`src/rtl/logic_analyzer_pkg.sv`:
```
// rtl/logic_analyzer_pkg.sv - shared constants, FSM states and frame helpers for transfer
package logic_analyzer_pkg;

   localparam int          NUM_CH      = 4;
   localparam int          WORD_W      = 32;
   localparam logic [3:0]  HDR_MAGIC   = 4'hA;
   localparam int          FRAME_BYTES = 5;

   typedef enum logic [1:0] {
      IDLE,
      LOAD,
      SEND
   } state_t;

   // Lowest offset from ptr wins, so scan offsets from the far end downwards.
   function automatic logic [1:0] rr_pick(input logic [NUM_CH-1:0] req, input logic [1:0] ptr);
      logic [1:0] pick;
      logic [1:0] k;
      pick = ptr;
      for (int i = NUM_CH - 1; i >= 0; i--) begin
         k = ptr + 2'(i);
         if (req[k]) pick = k;
      end
      return pick;
   endfunction

   function automatic logic [7:0] frame_byte(input logic [2:0] idx, input logic [1:0] ch,
                                             input logic [WORD_W-1:0] word);
      logic [7:0] b;
      case (idx)
         3'd0:    b = {HDR_MAGIC, 2'b00, ch};
         3'd1:    b = word[31:24];
         3'd2:    b = word[23:16];
         3'd3:    b = word[15:8];
         default: b = word[7:0];
      endcase
      return b;
   endfunction

endpackage

```
`src/rtl/transfer_uart_tx.sv`:
```
// rtl/transfer_uart_tx.sv - 8N1 LSB-first serialiser; accepts a new byte on the done cycle
module uart_tx #(
   parameter int BAUD_PRESCALER = 5
) (
   input  logic       i_clk,
   input  logic       i_rst_n,
   input  logic       i_start,
   input  logic [7:0] i_byte,
   output logic       o_tx,
   output logic       o_done
);

   localparam int             CW      = (BAUD_PRESCALER > 1) ? $clog2(BAUD_PRESCALER) : 1;
   localparam logic [CW-1:0]  PRE_MAX = CW'(BAUD_PRESCALER - 1);

   logic          busy_q, busy_d;
   logic [9:0]    shift_q, shift_d;
   logic [3:0]    bit_q, bit_d;
   logic [CW-1:0] pre_q, pre_d;
   logic          bit_end;

   assign bit_end = (pre_q == PRE_MAX);
   assign o_done  = busy_q && bit_end && (bit_q == 4'd9);
   assign o_tx    = busy_q ? shift_q[0] : 1'b1;

   always_comb begin
      busy_d  = busy_q;
      shift_d = shift_q;
      bit_d   = bit_q;
      pre_d   = pre_q;
      // Loading on the done cycle keeps consecutive bytes gap-free.
      if (i_start && (!busy_q || o_done)) begin
         busy_d  = 1'b1;
         shift_d = {1'b1, i_byte, 1'b0};
         bit_d   = 4'd0;
         pre_d   = '0;
      end else if (busy_q) begin
         if (bit_end) begin
            pre_d = '0;
            if (bit_q == 4'd9) begin
               busy_d = 1'b0;
            end else begin
               shift_d = {1'b1, shift_q[9:1]};
               bit_d   = bit_q + 4'd1;
            end
         end else begin
            pre_d = pre_q + CW'(1);
         end
      end
   end

   always_ff @(posedge i_clk or negedge i_rst_n) begin
      if (!i_rst_n) begin
         busy_q  <= 1'b0;
         shift_q <= 10'h3FF;
         bit_q   <= 4'd0;
         pre_q   <= '0;
      end else begin
         busy_q  <= busy_d;
         shift_q <= shift_d;
         bit_q   <= bit_d;
         pre_q   <= pre_d;
      end
   end

endmodule

```
`src/rtl/transfer.sv`:
```
// rtl/transfer.sv - round-robin drain of four capture channels into 5-byte UART frames
module transfer
   import logic_analyzer_pkg::*;
#(
   parameter int BAUD_PRESCALER = 5
) (
   input  logic                     i_clk,
   input  logic                     i_rst_n,
   input  logic [NUM_CH*WORD_W-1:0] data_in,
   input  logic [NUM_CH-1:0]        available,
   output logic [NUM_CH-1:0]        read,
   output logic [WORD_W-1:0]        o_word,
   output logic                     o_busy,
   output logic                     o_tx
);

   state_t            state_q, state_d;
   logic [1:0]        rr_q, rr_d;
   logic [1:0]        ch_q, ch_d;
   logic [WORD_W-1:0] word_q, word_d;
   logic [NUM_CH-1:0] read_q, read_d;
   logic              busy_q, busy_d;
   logic [2:0]        idx_q, idx_d;
   logic [1:0]        grant_ch;
   logic              tx_start;
   logic [7:0]        tx_byte;
   logic              tx_done;

   assign grant_ch = rr_pick(available, rr_q);
   assign read     = read_q;
   assign o_word   = word_q;
   assign o_busy   = busy_q;

   always_comb begin
      state_d  = state_q;
      rr_d     = rr_q;
      ch_d     = ch_q;
      word_d   = word_q;
      read_d   = '0;
      busy_d   = busy_q;
      idx_d    = idx_q;
      tx_start = 1'b0;
      tx_byte  = 8'h00;
      case (state_q)
         IDLE: begin
            if (|available) begin
               ch_d    = grant_ch;
               word_d  = data_in[WORD_W*int'(grant_ch) +: WORD_W];
               read_d  = NUM_CH'(1) << grant_ch;
               rr_d    = grant_ch + 2'd1;
               busy_d  = 1'b1;
               state_d = LOAD;
            end
         end
         LOAD: begin
            tx_start = 1'b1;
            tx_byte  = frame_byte(3'd0, ch_q, word_q);
            idx_d    = 3'd0;
            state_d  = SEND;
         end
         SEND: begin
            if (tx_done) begin
               if (idx_q == 3'(FRAME_BYTES - 1)) begin
                  busy_d  = 1'b0;
                  state_d = IDLE;
               end else begin
                  tx_start = 1'b1;
                  tx_byte  = frame_byte(idx_q + 3'd1, ch_q, word_q);
                  idx_d    = idx_q + 3'd1;
               end
            end
         end
         default: state_d = IDLE;
      endcase
   end

   always_ff @(posedge i_clk or negedge i_rst_n) begin
      if (!i_rst_n) begin
         state_q <= IDLE;
         rr_q    <= 2'd0;
         ch_q    <= 2'd0;
         word_q  <= '0;
         read_q  <= '0;
         busy_q  <= 1'b0;
         idx_q   <= 3'd0;
      end else begin
         state_q <= state_d;
         rr_q    <= rr_d;
         ch_q    <= ch_d;
         word_q  <= word_d;
         read_q  <= read_d;
         busy_q  <= busy_d;
         idx_q   <= idx_d;
      end
   end

   uart_tx #(.BAUD_PRESCALER(BAUD_PRESCALER)) u_uart_tx (
      .i_clk   (i_clk),
      .i_rst_n (i_rst_n),
      .i_start (tx_start),
      .i_byte  (tx_byte),
      .o_tx    (o_tx),
      .o_done  (tx_done)
   );

endmodule

```
`config.mk`:
```
export PLATFORM = sky130hd
export DESIGN_NAME = transfer
export DESIGN_NICKNAME = d
export VERILOG_FILES = /design/src/rtl/logic_analyzer_pkg.sv /design/src/rtl/transfer_uart_tx.sv /design/src/rtl/transfer.sv
export SDC_FILE = /design/constraint.sdc
export NUM_CORES = 1
export LEC_CHECK = 0
export CORE_MARGIN = 5
export CORE_UTILIZATION = 40
export CTS_CLUSTER_SIZE = 25
export DETAILED_ROUTE_END_ITERATION = 7
export PLACE_DENSITY_LB_ADDON = 0.15
export REMOVE_ABC_BUFFERS = 1
export SLEW_MARGIN = 40
export SYNTH_ARGS = -nofsm -noshare
export SYNTH_HDL_FRONTEND = slang
export SYNTH_HIERARCHICAL = 1
export SYNTH_SLANG_ARGS = --single-unit
```
`constraint.sdc`:
```
create_clock -name i_clk -period 2.6 [get_ports i_clk]
set_input_delay 0.78 -clock i_clk [delete_from_list [all_inputs] [get_ports i_clk]]
set_output_delay 0.78 -clock i_clk [all_outputs]
set_load 0.02 [all_outputs]
```
## Yosys cells after proc, flatten, opt, wreduce, memory -nomap -nowiden

Cells that the tools add are included.

- Add/sub/neg operators: 7
- Reduce and logical (&&, ||, !) cells: 17
- Magnitude comparators: 4
- Shift-type cells: 2
- Muxes and demuxes: 48
- Equality and inequality tests: 13

Operator list:

| operator | count |
|---|---|
| 128-bit by 8-bit indexed part select with 32-bit output | 1 |
| 10-bit 2-to-1 mux | 4 |
| 8-bit case mux with 4 select lines | 1 |
| 4-bit 2-to-1 mux | 6 |
| 8-bit 2-to-1 mux | 2 |
| 8-bit case mux with 2 select lines | 1 |
| 3-bit 2-to-1 mux | 5 |
| 1-bit 2-to-1 mux | 14 |
| 2-bit 2-to-1 mux | 7 |
| 2-bit by 3-bit < comparator with 1-bit output, second input constant | 4 |
| 3-bit AND reduction | 3 |
| 1-bit binary-select mux with 2-bit select | 4 |
| 2-bit != test, second input constant | 4 |
| 2-bit nonzero test | 4 |
| 3-bit by 1-bit adder with 3-bit output, second input constant | 2 |
| 3-bit by 2-bit == test with 1-bit output, second input constant | 2 |
| 3-bit == test, second input constant | 2 |
| 2-bit case mux with 3 select lines | 1 |
| 3-bit case mux with 2 select lines | 1 |
| 2-bit by 1-bit adder with 2-bit output, second input constant | 2 |
| 2-bit adder, second input constant | 2 |
| 4-bit by 1-bit adder with 4-bit output, second input constant | 1 |
| 4-bit == test, second input constant | 1 |
| 1-bit case mux with 2 select lines | 2 |
| other kinds (13) | 15 |

- Bits of input ports: 134
- Output and inout bits: 38
- Flip-flop bits (word level): 64
- Word-level logic and storage cells: 102

## Logic depth before layout (Yosys ltp)

Gate-level depths: netlist (run 1).

- Depth in word-level cells: 10
- Mapped depth: 12
- Depth with buffers taken out: 11

## Hierarchy

Netlist (run 1), hierarchy kept.

By module, submodules not included:

| module | cells an instance | times used | seq. area each (µm²) | area each (µm²) |
|---|---|---|---|---|
| transfer | 423 | 1 | 1151.1 | 3379.5 |
| uart_tx | 100 | 1 | 436.7 | 1023.5 |

## Worst setup path after synthesis (run 1)

Ideal clock, no wire load.

- Kind: register to register
- Start: reg u_uart_tx.pre_q[0]
- End: reg u_uart_tx.shift_q[1]
- Setup time: 0.094 ns
- Stages on the path, launching flop included: 13
- Required time: 2.506 ns
- Period minus slack after synthesis: 2.439 ns
- Slack: 0.161 ns
- Arrival time: 2.345 ns
- Buffers on the path: 2
- Path through: dfrtp_1 inv_1 ha_1 and2_2 and3_1 nand2_1 a21oi_1 nand2_1 nand2_1 buf_2 buf_2 mux2i_1 o221ai_1

- Longest elaborated chain between the ends: 8
- Elaborated cells between the ends (all ways): 14
- Those cells by class: eq/ne: 2; mux: 5; reduce/logical: 7

Ends and longest elaborated chain:

| what | line | source |
|---|---|---|
| from (decl) | transfer_uart_tx.sv:19 | `logic [CW-1:0] pre_q, pre_d;` |
| from (signal assigned) | transfer_uart_tx.sv:62 | `pre_q <= pre_d;` |
| 3-bit == test * | transfer_uart_tx.sv:22 | `assign bit_end = (pre_q == PRE_MAX);` |
| 1-bit logical AND * (2 in series) | transfer_uart_tx.sv:23 | `assign o_done = busy_q && bit_end && (bit_q == 4'd9);` |
| net tx_done | transfer.sv:27 | `logic tx_done;` |
| 1-bit 2-to-1 mux * | transfer.sv:62 | `if (tx_done) begin` |
| 1-bit case mux with 2 select lines * | transfer.sv:44 | `case (state_q)` |
| net tx_start | transfer.sv:25 | `logic tx_start;` |
| 1-bit logical AND * | transfer_uart_tx.sv:32 | `if (i_start && (!busy_q \|\| o_done)) begin` |
| 2-bit != test (no line) / 2-bit nonzero test (equally long branches) | - |  |
| 3-bit AND reduction (no line) | - |  |
| to (signal assigned) | transfer_uart_tx.sv:60 | `shift_q <= shift_d;` |
| to (decl) | transfer_uart_tx.sv:17 | `logic [9:0] shift_q, shift_d;` |

Mark *: on every way through the listed nets, which the timed path passes. The rest lies on a longest branch.
A chain may end at the register's enable or synchronous reset.

## Final worst setup path (run 1)

- Start: in available[2]
- End: reg word_q[19] (netlist: o_word[19])

- Longest elaborated chain between the ends: 7
- Elaborated cells between the ends (all ways): 15
- Those cells by class: shift: 1; mux: 12; reduce/logical: 2

Ends and longest elaborated chain:

| what | line | source |
|---|---|---|
| from (decl) | transfer.sv:10 | `input logic [NUM_CH-1:0] available,` |
| 1-bit binary-select mux with 2-bit select | logic_analyzer_pkg.sv:22 | `if (req[k]) pick = k;` |
| 1-bit 2-to-1 mux (implied by the code) | logic_analyzer_pkg.sv:22 |  |
| 2-bit 2-to-1 mux (4 in series) | logic_analyzer_pkg.sv:22 |  |
| 128-bit by 8-bit indexed part select with 32-bit output | transfer.sv:48 | `word_d = data_in[WORD_W*int'(grant_ch) +: WORD_W];` |
| to (signal assigned) | transfer.sv:90 | `word_q <= word_d;` |
| to (decl) | transfer.sv:20 | `logic [WORD_W-1:0] word_q, word_d;` |

Several ways; a longest one is shown, not always the timed one. The select of a mux whose other input is x is not followed.

==> results of run 1 <==
worst max-delay path, cell delays in order:
cell and delay, ns:
clkdlybuf4s50_1 0.56, nor3_1 0.09, buf_4 0.15, a2111oi_4 0.41, buf_12 0.28, o21ai_1 0.11
a21oi_1 0.18, a211o_1 0.12
power by group through the flow:
stage / combinational, mW / clock, mW / sequential [mW]
6_report: 3.88 / 0.844 / 1.82
5_1_grt: 4.22 / 0.910 / 1.88
4_1_cts: 3.89 / 0.865 / 1.82
3_5_place_dp: 3.87 / 0 / 1.84
3_3_place_gp: 3.80 / 0 / 1.82
2_1_floorplan: 1.87 / 0 / 2.04
routing by layer:
layer  up-vias  track usage
met5         -            0
met4         0       0.0775
met3        24       0.0442
met2       205        0.409
met1      2330        0.294
li1       2307            -
worst max path at each step:
| stage | endpoint | slack [ns] | cells after the start |
|---|---|---|---|
| global route | o_word[19]$_DFFE_PN0P_ | 0.06 | 8 |
| detailed placement | o_word[29]$_DFFE_PN0P_ | -0.16 | 8 |
| CTS | o_word[19]$_DFFE_PN0P_ | 0.19 | 8 |
| global placement | o_word[29]$_DFFE_PN0P_ | -0.15 | 8 |
| finish | o_word[19]$_DFFE_PN0P_ | 0.14 | 8 |
| floorplan | o_word[31]$_DFFE_PN0P_ | -1.46 | 5 |
logic make-up after synthesis:
kind of cell               Yosys count
AOI/OAI and AO/OA                  231
muxes                               11
and+or+nand+nor                    136
adders and majority gates           17
DFF                                 63
buffers and inverters               64
xor gates and xnor gates             1
layout by cell type (no fill, tap or decap), types with 3 or more instances in the layout:
cell             count
clkdlybuf4s50_1    170
a21oi_1             82
nand3_1             68
o21ai_1             56
dfrtp_1             54
a211o_1             34
buf_4               28
nand2_1             21
inv_1               19
ha_1                17
o21ai_0             16
nor2_1              13
mux2i_1             10
clkbuf_8            10
dfstp_2              9
buf_12               8
nor2b_1              7
o221ai_1             7
a22oi_1              6
and3_1               5
a222oi_1             4
and2_1               4
a31oi_1              3
clkinv_2             3
flip-flops by register name (all words and copies together) (netlist names), 2 cells and up:
name,flops
ch_q,2
idx_q,3
o_word,32
read,4
rr_q,2
state_q,2
u_uart_tx/bit_q,4
u_uart_tx/pre_q,3
u_uart_tx/shift_q,9
per-stage QoR:
stage	setup WS, ns	TNS (ns)	hold WS, ns
6_report	0.144	0	0.449
5_1_grt	0.0551	0	0.470
4_1_cts	0.186	0	0.459
3_5_place_dp	-0.158	-4.15	0.507
3_3_place_gp	-0.149	-3.60	0.495
2_1_floorplan	-1.46	-38.62	0.471
final cells by class:
cell class	instances	area, sq um
clock buffer	12	145
clock inverter	4	45.0
fill	980	4160
inverter	21	78.8
multi-input combinational	396	2520
sequential	63	1590
tap	140	175
timing repair buffer	207	2080
==> results.json, run 1 <==
{
  "drive_gt1_frac": 0.110,
  "total_power_mw": 6.55,
  "leakage_nw": 2.90,
  "end_kind": "flop",
  "yosys.area_share.simple": 0.164,
  "relSlewSlack": 0.743,
  "setup_viol": 0,
  "start_util": 0.408,
  "grt_pass1_vias": 4858,
  "seqPwrFrac": 0.278,
  "ys_seq_elements": 63,
  "synthArstFlopShare": 1.00,
  "routed-wl-met2_um": 7810,
  "drt-met1-wl_um": 6560,
  "antenna_found_initial": 0,
  "area_growth_pct": 50.6,
  "io_pins": 172,
  "cts_setup_buffers": 0,
  "synthMuxAreaShare": 0.0253,
  "timing.final.crit_share": 0.945,
  "power-per-cell-area_nw_per_um2": 987,
  "grt_pass1_wl_um": 25100,
  "post-route-util": 0.615,
  "dieArea_sq_um": 13200,
  "path_class": "primary input to flop",
  "reg2reg_slack_ns": 0.25,
  "vias_per_cell": 5.77,
  "cts_root_buffer": "clkbuf_8",
  "arrival_ns": 2.73,
  "power_switching_mw": 2.85,
  "irDropWorstVdd_v": 0.000744,
  "cp-start-kind": "primary input",
  "required_ns": 2.87,
  "syn_area_sq_um": 4400,
  "fp.dieH_um": 115,
  "synth_top_area_cell": "dfrtp_1",
  "gp_congestion": 0.883,
  "cp_max_fo": 52,
  "worst_slew_pin_slew_ns": 0.376,
  "synth_compound_area_frac": 0.330,
  "cts_tree": "yes",
  "globalRouteOverflowTotal": 0,
  "maxUsedRoutingLayer": "met4",
  "cts_resized": 0,
  "synth_top_family_by_area": "compound AO/OA/AOI/OAI gates",
  "postSynthCellCount": 523,
  "synth_cell_types": 59,
  "synth_most_common_cell": "a21oi_1",
  "synth_edf_count": 0,
  "grt_start_max_net_pins": 64,
  "rr_worst_depth": 11,
  "firstDrtPassIters": 5,
  "ant_nets": 0,
  "cap_violations": 0,
  "worst_skew_pair.late_latency_ns": 0.34,
  "n_antenna_cell": 0,
  "synth_area_per_cell_sq_um": 8.42,
  "fin_skew_ns": 0.00970,
  "wl_per_cell_um": 18.8,
  "reg2reg_to": "u_uart_tx/shift_q[1]$_DFFE_PN1P_",
  "totalWireLength_um": 15900,
  "synth_xor_area_frac": 0.00199,
  "drtIter0Drc": 546,
  "core-area_sq_um": 10800,
  "p_clk_frac": 0.129,
  "dp_cells": 827,
  "cts.sinks": 63,
  "place_hpwl_um": 11400,
  "yosys.area.top_type_share": 0.307,
  "fp.dieW_um": 115,
  "rsz0062_at_grt": "no",
  "route.detailed.drc": 0,
  "yosysSeqAreaShare": 0.361,
  "htreeDepth": 3,
  "min_period_ns": 2.46,
  "synth_ff_type": "dfrtp_1",
  "power_frac_comb": 0.593,
  "wl_met3_um": 1190,
  "max_freq_ghz": 0.407,
  "placed_cell_area_sq_um": 6440,
  "numPortBuffers": 171,
  "clkTransAtPathRegs_ns": 0.07,
  "critPathLaunch": "available[2]",
  "grt_util_all_layers": 0.235,
  "maxSlewViolCount": 0,
  "design_area_sq_um": 6630,
  "synth_area_leaders": "dfrtp_1 (31%), a21oi_1 (9.3%), nand3_1 (7.7%)",
  "synthAdderAreaFrac": 0.0483,
  "cts.path.max_buffers": 2,
  "switching_share": 0.436,
  "yosysWarnings": 6,
  "yosys-top-cells-count": "a21oi_1 (82), nand3_1 (68), o21ai_1 (57), dfrtp_1 (54), a211o_1 (34)",
  "nNetsFinal": 849,
  "cts_buffers": 9,
  "final_cell_count_no_fill": 843,
  "report.final.hold_viol_count": 0,
  "ctsHoldBuffers": 0,
  "status": "completed",
  "intPower_mw": 3.69,
  "num_vias": 4866,
  "timing.rr.start": "u_uart_tx/bit_q[1]$_DFFE_PN0P_",
  "hp-class": "primary input to asynchronous set/reset pin",
  "row_count": 38
}
(Power assumes the default switching activity.)
==> run 2, diff against run 1 <==
CAP_MARGIN = 30   (was default)
==> results of run 2 <==
Final layout, timing and power as in run 1 (identical DEF).
==> run 3, diff against run 2 <==
MAX_ROUTING_LAYER = met4   (was default)
==> results.json, run 3 (synthesized netlist as in run 1, its figures left out) <==
{
  "drtIter0Drc": 508,
  "firstDrtPassIters": 5,
  "min_period_ns": 2.46,
  "totalWireLength_um": 15800,
  "rr_worst_depth": 11,
  "globalRouteOverflowTotal": 0,
  "dieArea_sq_um": 13200,
  "worst_slew_pin_slew_ns": 0.376,
  "worst_skew_pair.late_latency_ns": 0.34,
  "row_count": 38,
  "setup_viol": 0,
  "path_class": "primary input to flop",
  "rsz0062_at_grt": "no",
  "numPortBuffers": 171,
  "max_freq_ghz": 0.406,
  "grt_pass1_vias": 4856,
  "post-route-util": 0.615,
  "core-area_sq_um": 10800,
  "cts.sinks": 63,
  "end_kind": "flop",
  "io_pins": 172,
  "vias_per_cell": 5.79,
  "cts_buffers": 9,
  "cts.path.max_buffers": 2,
  "fp.dieH_um": 115,
  "arrival_ns": 2.73,
  "num_vias": 4877,
  "critPathMaxStageDelay_ns": 0.56,
  "antenna_found_initial": 0,
  "report.final.hold_viol_count": 0,
  "power-per-cell-area_nw_per_um2": 986,
  "design_area_sq_um": 6630,
  "ctsHoldBuffers": 0,
  "cts_tree": "yes",
  "timing.final.crit_share": 0.947,
  "fp.dieW_um": 115,
  "ant_nets": 0,
  "leakage_nw": 2.90,
  "area_growth_pct": 50.6,
  "hp-class": "primary input to asynchronous set/reset pin",
  "status": "completed",
  "fin_skew_ns": 0.00978,
  "start_util": 0.408,
  "irDropWorstVdd_v": 0.000745,
  "nNetsFinal": 849,
  "place_hpwl_um": 11400,
  "grt_util_all_layers": 0.243,
  "placed_cell_area_sq_um": 6440,
  "path_cells": "clkdlybuf4s50_1, nor3_1, buf_4, a2111oi_4, buf_12, o21ai_1, a21oi_1, a211o_1",
  "drive_gt1_frac": 0.110,
  "clkTransAtPathRegs_ns": 0.07,
  "final_cell_mix": "clkdlybuf4s50_1 (170), a21oi_1 (82), nand3_1 (68), o21ai_1 (56), dfrtp_1 (54)",
  "cts_setup_buffers": 0,
  "largest_reg_flops": 32,
  "grt_pass1_wl_um": 25100,
  "grt_start_max_net_pins": 64,
  "cp_max_fo": 52,
  "relSlewSlack": 0.743,
  "final_common_cell": "clkdlybuf4s50_1",
  "htreeDepth": 3,
  "cp-start-kind": "primary input",
  "tns_ns": 0,
  "gp_congestion": 0.898,
  "required_ns": 2.87,
  "route.detailed.drc": 0,
  "maxSlewViolCount": 0,
  "cts_root_buffer": "clkbuf_8",
  "n_antenna_cell": 0,
  "slowest_stage": "clkdlybuf4s50_1",
  "wl_per_cell_um": 18.8,
  "cts_resized": 0,
  "cap_violations": 0
}
run 3: stage by stage:
stage	setup slack, ns	instances	hold slack (ns)	total power, mW
floorplan	-1.46	480	0.471	3.92
global placement	-0.149	827	0.495	5.62
detailed placement	-0.158	827	0.507	5.71
CTS	0.186	843	0.459	6.57
global route	0.0567	843	0.468	7.00
finish	0.138	843	0.438	6.54
run 3: layer usage:
metal | wire length, um | track usage | vias to the layer above
li1 | - | - | 2306
met1 | 6580 | 0.295 | 2337
met2 | 7790 | 0.409 | 208
met3 | 1150 | 0.0437 | 26
met4 | 290 | 0.0775 | 0
met5 | 0 | - | -
run 3: cell type report:
class                   instances  area, sq um
clock buffers                  12          145
clock inverters                 4         45.0
fillers                       980         4160
inverters                      21         78.8
multi-input cells             396         2520
flip-flops and latches         63         1590
well taps                     140          175
repair buffers                207         2080
run 3: final timing paths:
check / start / to / slack, ns
max in group asynchronous: i_rst_n / u_uart_tx/shift_q[0]$_DFFE_PN1P_ / 1.81
min: i_rst_n / o_word[6]$_DFFE_PN0P_ / 0.44
min reg2reg: o_word[14]$_DFFE_PN0P_ / o_word[14]$_DFFE_PN0P_ / 0.52
max: available[2] / o_word[19]$_DFFE_PN0P_ / 0.14
min in group i_clk: o_word[14]$_DFFE_PN0P_ / o_word[14]$_DFFE_PN0P_ / 0.52
max reg2reg: u_uart_tx/bit_q[1]$_DFFE_PN0P_ / u_uart_tx/shift_q[1]$_DFFE_PN1P_ / 0.25
run 3: worst max-delay path: cells and delay by family:
kind | cells | cell delay, ns
simple gates | 1 | 0.09
compound gates | 4 | 0.82
buf+inv | 3 | 0.99
run 3: where the power goes:
part	switching, mW	internal, mW
combinational	2.09	1.79
sequential	0.385	1.44
clock	0.377	0.465
total	2.85	3.69
